--- src/rtl/cordic_result_collector.sv ---
// Pairs consecutive CORDIC result words into (cos, sin), buffers DEPTH pairs and back-pressures the core.
// Define CORDIC_SAT_CHECK_EN to clamp stored words to +/-1.0 and report clamps on Ovf.
module cordic_result_collector #(
  parameter int W     = 13,
  parameter int DEPTH = 8
) (
  input  logic                     CLK1,
  input  logic                     RST,
  input  logic                     Flush,
  input  logic [W-1:0]             Data_Out,
  input  logic                     Data_Ready,
  output logic                     IN_N_OUT,
  output logic [W-1:0]             Res_Cos,
  output logic [W-1:0]             Res_Sin,
  output logic                     Res_Valid,
  input  logic                     Res_Ready,
  output logic [$clog2(DEPTH):0]   Count,
  output logic                     Drop,
  output logic                     Ovf
);

  localparam int PW = $clog2(DEPTH);
  localparam int CW = PW + 1;

  localparam logic [0:0] S_COS = 1'b0;
  localparam logic [0:0] S_SIN = 1'b1;

  logic [0:0]     state_q, state_d;
  logic [W-1:0]   cos_hold_q, cos_hold_d;
  logic [2*W-1:0] mem_q [DEPTH];
  logic [2*W-1:0] mem_d [DEPTH];
  logic [PW-1:0]  wr_ptr_q, wr_ptr_d;
  logic [PW-1:0]  rd_ptr_q, rd_ptr_d;
  logic [CW-1:0]  count_q, count_d;
  logic [W-1:0]   res_cos_q, res_cos_d;
  logic [W-1:0]   res_sin_q, res_sin_d;
  logic           res_valid_q, res_valid_d;
  logic           drop_q, drop_d;

  logic           in_n_out;
  logic           accept;
  logic           push;
  logic           pop;
  logic [W-1:0]   word_in;

  assign in_n_out = (count_q < CW'(DEPTH));
  assign accept   = Data_Ready & in_n_out;

`ifdef CORDIC_SAT_CHECK_EN
  localparam logic [W-1:0] POS_ONE = W'(1024);
  localparam logic [W-1:0] NEG_ONE = W'(-1024);

  logic clamp_hit;
  logic ovf_q, ovf_d;

  always_comb begin
    word_in   = Data_Out;
    clamp_hit = 1'b0;
    if ($signed(Data_Out) > $signed(POS_ONE)) begin
      word_in   = POS_ONE;
      clamp_hit = 1'b1;
    end else if ($signed(Data_Out) < $signed(NEG_ONE)) begin
      word_in   = NEG_ONE;
      clamp_hit = 1'b1;
    end
    ovf_d = ovf_q | (accept & clamp_hit & ~Flush);
  end

  always_ff @(posedge CLK1) begin
    if (RST) ovf_q <= 1'b0;
    else     ovf_q <= ovf_d;
  end

  assign Ovf = ovf_q;
`else
  assign word_in = Data_Out;
  assign Ovf     = 1'b0;
`endif

  always_comb begin
    state_d     = state_q;
    cos_hold_d  = cos_hold_q;
    mem_d       = mem_q;
    wr_ptr_d    = wr_ptr_q;
    rd_ptr_d    = rd_ptr_q;
    count_d     = count_q;
    res_cos_d   = res_cos_q;
    res_sin_d   = res_sin_q;
    res_valid_d = res_valid_q;
    drop_d      = drop_q;
    push        = 1'b0;
    pop         = 1'b0;

    if (Flush) begin
      state_d     = S_COS;
      cos_hold_d  = '0;
      wr_ptr_d    = '0;
      rd_ptr_d    = '0;
      count_d     = '0;
      res_valid_d = 1'b0;
    end else begin
      drop_d = drop_q | (Data_Ready & ~in_n_out);
      pop    = res_valid_q & Res_Ready;
      push   = accept & (state_q == S_SIN);

      if (accept) begin
        if (state_q == S_COS) begin
          cos_hold_d = word_in;
          state_d    = S_SIN;
        end else begin
          state_d    = S_COS;
        end
      end

      if (push) begin
        mem_d[wr_ptr_q] = {cos_hold_q, word_in};
        wr_ptr_d        = wr_ptr_q + PW'(1);
      end
      if (pop) rd_ptr_d = rd_ptr_q + PW'(1);

      count_d     = count_q + CW'(push) - CW'(pop);
      res_valid_d = (count_d != '0);

      // Head register looks ahead: a push into a FIFO that is empty after this
      // cycle's pop bypasses the memory, otherwise the head is read from mem_q.
      if (count_d != '0) begin
        if (push && (count_q == CW'(pop))) begin
          res_cos_d = cos_hold_q;
          res_sin_d = word_in;
        end else begin
          {res_cos_d, res_sin_d} = mem_q[rd_ptr_d];
        end
      end
    end
  end

  always_ff @(posedge CLK1) begin
    if (RST) begin
      state_q     <= S_COS;
      cos_hold_q  <= '0;
      wr_ptr_q    <= '0;
      rd_ptr_q    <= '0;
      count_q     <= '0;
      res_cos_q   <= '0;
      res_sin_q   <= '0;
      res_valid_q <= 1'b0;
      drop_q      <= 1'b0;
    end else begin
      state_q     <= state_d;
      cos_hold_q  <= cos_hold_d;
      wr_ptr_q    <= wr_ptr_d;
      rd_ptr_q    <= rd_ptr_d;
      count_q     <= count_d;
      res_cos_q   <= res_cos_d;
      res_sin_q   <= res_sin_d;
      res_valid_q <= res_valid_d;
      drop_q      <= drop_d;
    end
  end

  always_ff @(posedge CLK1) begin
    mem_q <= mem_d;
  end

  assign IN_N_OUT  = in_n_out;
  assign Res_Cos   = res_cos_q;
  assign Res_Sin   = res_sin_q;
  assign Res_Valid = res_valid_q;
  assign Count     = count_q;
  assign Drop      = drop_q;

endmodule

--- config.mk ---
export PLATFORM = sky130hd
export DESIGN_NAME = cordic_result_collector
export DESIGN_NICKNAME = d
export VERILOG_FILES = /design/src/rtl/cordic_result_collector.sv
export SDC_FILE = /design/constraint.sdc
export NUM_CORES = 1
export LEC_CHECK = 0
export CAP_MARGIN = 20
export CORE_MARGIN = 3
export CORE_UTILIZATION = 47
export CTS_CLUSTER_DIAMETER = 80
export DETAILED_ROUTE_END_ITERATION = 6
export PLACE_DENSITY = 0.7
export SETUP_SLACK_MARGIN = 0.4
export SLEW_MARGIN = 20
export SYNTH_ARGS = -nofsm -noshare
export SYNTH_HDL_FRONTEND = slang
export SYNTH_SLANG_ARGS = --single-unit
export TNS_END_PERCENT = 30
--- constraint.sdc ---
create_clock -name CLK1 -period 6.19 [get_ports CLK1]
set_input_delay 1.238 -clock CLK1 [delete_from_list [all_inputs] [get_ports CLK1]]
set_output_delay 1.238 -clock CLK1 [all_outputs]
set_load 0.01 [all_outputs]
==> summary.md, run 1 <==
| Metric | Value |
|---|---|
| Status | `finished, violations left` |
| Violated checks | `design-rule violations` |
| Synth cell types | `45` |
| Ratio of cells with drive above 1 in the final layout | `0.1237` |
| Post-CTS setup buffers | `0` |
| Detailed Route Iter0 Violations | `585` |
| Final wirelength | `22650 um` |
| Pwr Density | `323.2 nW/um^2` |
| Post-route ant nets | `0` |
| Ports | `52` |
| Drt wl/cell | `22.34 um` |
| Syn_area_per_cell | `14.96 um^2` |
| DR vias | `5956` |
| Yosys Warn Count | `0` |
| Drt first pass iters | `7` |
| # Max-Cap Violations | `0` |
| Core Area | `20620 um^2` |
| Hpwl dp | `11960 um` |
| Critical path arrival | `4.54 ns` |
| Gpl congestion | `0.7762` |
| Vias in the first global route | `6184` |
| Worst Hold Class | `flop to flop` |
| Largest net degree at the start of global routing | `53` |
| Final setup viols | `0` |
| Path depth of the worst reg2reg path | `11` |
| Worst rel slew slack | `0.2941` |
| CTS Buffer Depth | `3` |
| Clock-pin slew on the worst setup and hold paths | `0.06 ns` |
| Die Area | `23250 um^2` |
| Diode count | `0` |
| F_max | `0.2420 GHz` |
| Cell Rows | `52` |
| Area of the multi-input gates | `2606 um^2` |
| Sequential element share of the synthesized area | `0.7227` |
| Setup crit end kind | `flop` |
| Die height | `152.5 um` |
| Cells after synthesis | `674` |
| Port bufs | `50` |
| Number of fill cells | `1583` |
| Sum Neg Setup Slack | `0 ns` |
| H-tree depth | `1` |
| Finished Layout Cells | `1014` |
| Worst hold margin | `0.4703 ns` |
| First-pass GRT wire length | `35620 um` |
| Final hold viol count | `0` |
| Synth Cell Area | `10080 um^2` |
| Worst setup SP type | `input port` |
| Final Core Density | `0.5669` |
| Hold-fix buffers, CTS | `0` |
| Worst-path fanout max | `26` |
| Worst skew pair latency | `0.52 ns` |
| Critical path class | `input port to flop` |
| Area grow syn2layout | `15.96%` |
| DR vias/cell | `5.874` |
| Leak | `3.920 nW` |
| Req. time, crit path | `6.60 ns` |
| CTS root buf | `clkbuf_16` |
| RSZ-0062 raised after global routing | `false` |
| Initial Utilization | `0.4889` |
| Placed Instances | `966` |
| Die span in x | `152.5 um` |
| FF-to-FF setup slack | `2.86 ns` |
| Synth Register Bits | `260` |
| TritonCTS clock tree | `built` |
| Register area | `7287 um^2` |
| Final period util | `0.6675` |
| RR Endpoint | `Res_Sin[0]` |
| Fin nets | `751` |
| Initial antenna violation count | `0` |
| Post-cts sizing count | `0` |
| GR Overflow Total | `0` |
| Worst Setup SP | `Data_Ready` |
| DRC viols | `6` |
| Skew final | `0.009739 ns` |
| Min Tclk post-route | `4.132 ns` |
| Crit path to | `Res_Sin[0]` |
| Worst Hold Depth | `1` |
| Reg2reg start | `state_q` |
| GRT Total Usage | `0.1937` |
| Clk sinks | `260` |
| Worst Hold Launch | `Res_Sin[8]` |
| Peak supply drop | `0.0002652 V` |
| Worst Tran Pin Value | `1.057 ns` |
| CTS buffer count | `27` |
| Max Slew Vio Count | `0` |
| Synth Net Count | `700` |
-- state kept, by name (all words and copies together), names as in the netlist --
register and flops:
mem_q 208, state_q 1, Res_Cos 13, cos_hold_q 13, Res_Sin 13, Drop 1, wr_ptr_q 3, rd_ptr_q 3
Res_Valid 1, Count 4
-- through the flow --
stage / cell area [um^2] / power (mW) / setup slack (ns)
after detailed placement: 10890 / 2.344 / 1.610
after floorplan: 10080 / 2.184 / 1.571
after global routing: 11690 / 3.915 / 1.901
after CTS: 11690 / 3.805 / 2.099
after global placement: 10890 / 2.335 / 1.677
final: 11690 / 3.779 / 2.058
-- critical path, stage by stage --
cell and delay (ns):
clkdlybuf4s50_1 0.49, and3b_1 0.28, inv_1 0.11, ha_1 0.28, inv_1 0.07, ha_1 0.17
inv_1 0.06, fa_1 0.50, nor2b_1 0.19, a31o_2 0.72, nor2_1 0.12, a32o_1 0.30
-- report_power, final --
group	internal (mW)	switching [mW]
sequential	1.92	0.0355
clock	0.853	0.618
combinational	0.157	0.194
-- synth_stat cells (all sizes together) --
master     n  area (um^2)
inv       11        41.29
o2111a     1        11.26
and2       3        21.27
mux2i      3        30.03
and3      29        181.4
edfxtp   208         6246
nand2b     1        6.260
mux4      22        495.5
nand3b     1        11.26
o21ai     29        145.1
a31o       1        8.760
nor3       1        5.000
buf       15        91.33
nor2b     29        181.4
xor2       3        26.28
and3b      1        8.760
a21o       1        7.510
nand2     63        236.5
o21bai     1        7.510
clkbuf    29        108.9
or2        2        12.51
a21oi     18        90.09
o2bb2ai   11        96.34
a222oi    11        110.1
xnor2      1        8.760
mux2       2        22.52
nor4       2        12.51
fa         1        20.02
o2111ai    1        8.760
a32o      15        150.1
a31oi      4        25.02
dfxtp     52         1041
a21bo      1        10.01
conb       1        3.750
ha         7        87.58
a211oi    42        315.3
nor2      47        176.4
nand3      3        15.01
or3        1        6.260
-- placed cells by master, fill, tap and decap left out, types with 3 or more instances in the layout --
master           synthesis  layout
a211oi_1                42      42
a21oi_1                 18      18
a222oi_1                11      11
a31oi_1                  4       4
a32o_1                  15      15
and3_1                  29      29
buf_4                    2      16
clkbuf_1                29       9
clkbuf_16                0      27
clkdlybuf4s50_1          0      50
clkinv_1                 0       3
clkinv_2                 0       7
dfxtp_1                 52      52
edfxtp_1               208     208
ha_1                     7       7
inv_1                   11      11
mux2i_1                  3       3
mux4_2                  22      22
nand2_1                 63      63
nand3_1                  3       3
nor2_1                  47      39
nor2_2                   0       8
nor2b_1                 29      29
o21ai_0                  4       4
o21ai_1                 25      25
o2bb2ai_1               11      11
-- final cells by class --
| type | count | share of cell area |
|---|---|---|
| inverter | 11 | 0.003531 |
| multi-input combinational | 359 | 0.2229 |
| timing repair buffer | 66 | 0.05308 |
| clock buffer | 37 | 0.06185 |
| sequential | 260 | 0.6232 |
| clock inverter | 11 | 0.006528 |
| tap | 270 | 0.02889 |
-- cells by family (layout without fill, tap and decap cells) --
family          count (synthesis)  after routing  share of synthesized area
simple gates                  183            183                    0.08673
fa+ha+maj                       8              8                    0.01067
flops                         260            260                     0.7227
other cells                     1              1                  0.0003719
mux                            27             27                    0.05435
buf+inv                        55            125                    0.02395
compound gates                136            136                    0.09778
xor+xnor                        4              4                   0.003475
-- per-layer routing --
| metal | GRT usage | up-vias | wire length [um] |
|---|---|---|---|
| li1 | - | 2697 | - |
| met1 | 0.2706 | 2963 | 9583 |
| met2 | 0.3188 | 252 | 10810 |
| met3 | 0.03266 | 44 | 1746 |
| met4 | 0.05303 | 0 | 516 |
| met5 | 0 | - | 0 |
-- how the worst min path moves through the flow --
stage	end	slack [ns]
3_5_place_dp	Res_Sin[12]	0.46
2_1_floorplan	state_q	0.45
6_report	Res_Sin[8]	0.47
3_3_place_gp	Res_Sin[4]	0.46
5_1_grt	Res_Sin[8]	0.50
4_1_cts	Res_Sin[8]	0.48
Note: power is estimated with default switching activity, not from simulation.
==> inputs of run 2 (changes only) <==
clock period = 4 ns   (was 6.19 ns; I/O delays follow)
==> run 2 against run 1 <==
  * The run now ends clean
  * Clock power up 61%
  * Count of clock-buffer cells in the layout decreased by 3
  * Core utilization rose by 0.78 points
==> summary.md, run 2 (synthesized netlist as in run 1, its figures left out) <==
| Metric | Value |
|---|---|
| Worst Hold Class | `flop to flop` |
| Clock-pin slew on the worst setup and hold paths | `0.06 ns` |
| Worst rel slew slack | `0.5437` |
| Number of fill cells | `1557` |
| Diode count | `0` |
| Worst Tran Pin Value | `0.6844 ns` |
| Die Area | `23250 um^2` |
| Top reg by flops | `mem_q` |
| Worst-path fanout max | `16` |
| Final wirelength | `22390 um` |
| Area grow syn2layout | `17.55%` |
| DR vias | `6065` |
| Ratio of cells with drive above 1 in the final layout | `0.1408` |
| H-tree depth | `1` |
| Fin nets | `760` |
| Most frequent cells in the layout | `edfxtp_1 (208), nand2_1 (63), dfxtp_1 (52)` |
| Core Area | `20620 um^2` |
| CTS root buf | `clkbuf_16` |
| Detailed Route Iter0 Violations | `552` |
| Pwr Density | `503.3 nW/um^2` |
| Peak supply drop | `0.0004093 V` |
| Critical path class | `input port to flop` |
| DR vias/cell | `5.929` |
| Final period util | `0.8564` |
| Worst Hold Launch | `Res_Sin[1]` |
| Hpwl dp | `11840 um` |
| Largest net degree at the start of global routing | `112` |
| Die height | `152.5 um` |
| Worst skew pair latency | `0.51 ns` |
| Hold path endpoint | `Res_Sin[1]` |
| RR Endpoint | `Res_Sin[7]` |
| F_max | `0.2919 GHz` |
| Worst hold margin | `0.4752 ns` |
| Final Core Density | `0.5747` |
| DRC viols | `0` |
| Status | `completed` |
| Post-cts sizing count | `1` |
| Post-CTS setup buffers | `0` |
| Drt first pass iters | `5` |
| Hold-fix buffers, CTS | `0` |
| Max Slew Vio Count | `0` |
| Ports | `52` |
| # Max-Cap Violations | `0` |
| CTS buffer count | `25` |
| Register area | `7287 um^2` |
| GR Overflow Total | `0` |
| Req. time, crit path | `4.43 ns` |
| Vias in the first global route | `6032` |
| Die span in x | `152.5 um` |
| Skew final | `0.007436 ns` |
| First-pass GRT wire length | `34730 um` |
| Post-route ant nets | `0` |
| Gpl congestion | `0.7876` |
| Min Tclk post-route | `3.425 ns` |
| CTS Buffer Depth | `3` |
| Setup crit end kind | `flop` |
| Cell Rows | `52` |
| Drt wl/cell | `21.89 um` |
| Final hold viol count | `0` |
| Critical path arrival | `3.86 ns` |
| RSZ-0062 raised after global routing | `false` |
| Initial antenna violation count | `0` |
| GRT Total Usage | `0.1893` |
| Reg2reg start | `Res_Valid` |
| Clk sinks | `260` |
| Worst Hold Depth | `1` |
| Initial Utilization | `0.4889` |
| Port bufs | `50` |
| TritonCTS clock tree | `built` |
| Leak | `3.997 nW` |
| Path depth of the worst reg2reg path | `11` |
| Area of the multi-input gates | `2620 um^2` |
| Max reg flops | `208` |
| Worst setup SP type | `input port` |
| FF-to-FF setup slack | `0.91 ns` |
| Final setup viols | `0` |
| Most common cell after layout, fill and taps aside | `edfxtp_1` |
## run 2: cell count changes in the layout (fill, tap and decap cells not counted), sizes merged
cell      change
clkinvlp      +1
clkbuf        -3
buf          +11
clkinv        -3
bufinv        +2
inv           +1
## run 2: how the worst max path moves through the flow
stage	from	depth (start not counted)	end
3_5_place_dp	Data_Ready	13	Res_Sin[7]
2_1_floorplan	Data_Ready	4	mem_q[156]
4_1_cts	Data_Ready	13	Res_Sin[7]
5_1_grt	Data_Ready	13	Res_Sin[7]
3_3_place_gp	Data_Ready	13	Res_Cos[6]
6_report	Data_Ready	13	Res_Sin[7]
## run 2: final cells by class
| class | count | area share |
|---|---|---|
| multi-input combinational | 359 | 0.2210 |
| inverter | 11 | 0.003484 |
| sequential | 260 | 0.6148 |
| clock buffer | 34 | 0.05901 |
| timing repair buffer | 77 | 0.06144 |
| clock inverter | 12 | 0.01172 |
| tap | 270 | 0.02850 |
## run 2: where the power goes
part	internal, mW	total, mW	leakage, nW	switching (mW)
clock	1.42	2.36	0.413	0.945
combinational	0.266	0.571	1.23	0.305
sequential	2.97	3.03	2.36	0.0582
total	4.66	5.97	4.00	1.31
## run 2: worst max-delay path: stages
cell,delay [ns]
clkdlybuf4s50_1,0.47
and3b_1,0.18
inv_1,0.07
ha_1,0.26
inv_1,0.05
ha_1,0.16
inv_1,0.06
fa_1,0.49
nor2b_1,0.20
a31oi_1,0.20
nor2_4,0.48
buf_4,0.28
o2bb2ai_1,0.15
## run 2: routing by layer
layer  vias up  share of wire  GRT usage
li1       2720              -          -
met1      3061           0.42     0.2584
met2       250           0.49     0.3180
met3        34          0.070    0.03209
met4         0          0.020    0.05261
met5         -              0          0
## run 2: through the flow
step | TNS (ns) | setup slack [ns] | cells | power [mW] | instance area (um^2)
floorplan | -4.176 | -0.1606 | 674 | 3.379 | 10090
global placement | -1.337 | -0.1351 | 977 | 3.641 | 11010
detailed placement | -1.898 | -0.2104 | 977 | 3.657 | 11010
CTS | 0 | 0.5952 | 1023 | 6.010 | 11850
global route | 0 | 0.4275 | 1023 | 6.177 | 11850
finish | 0 | 0.5745 | 1023 | 5.966 | 11850
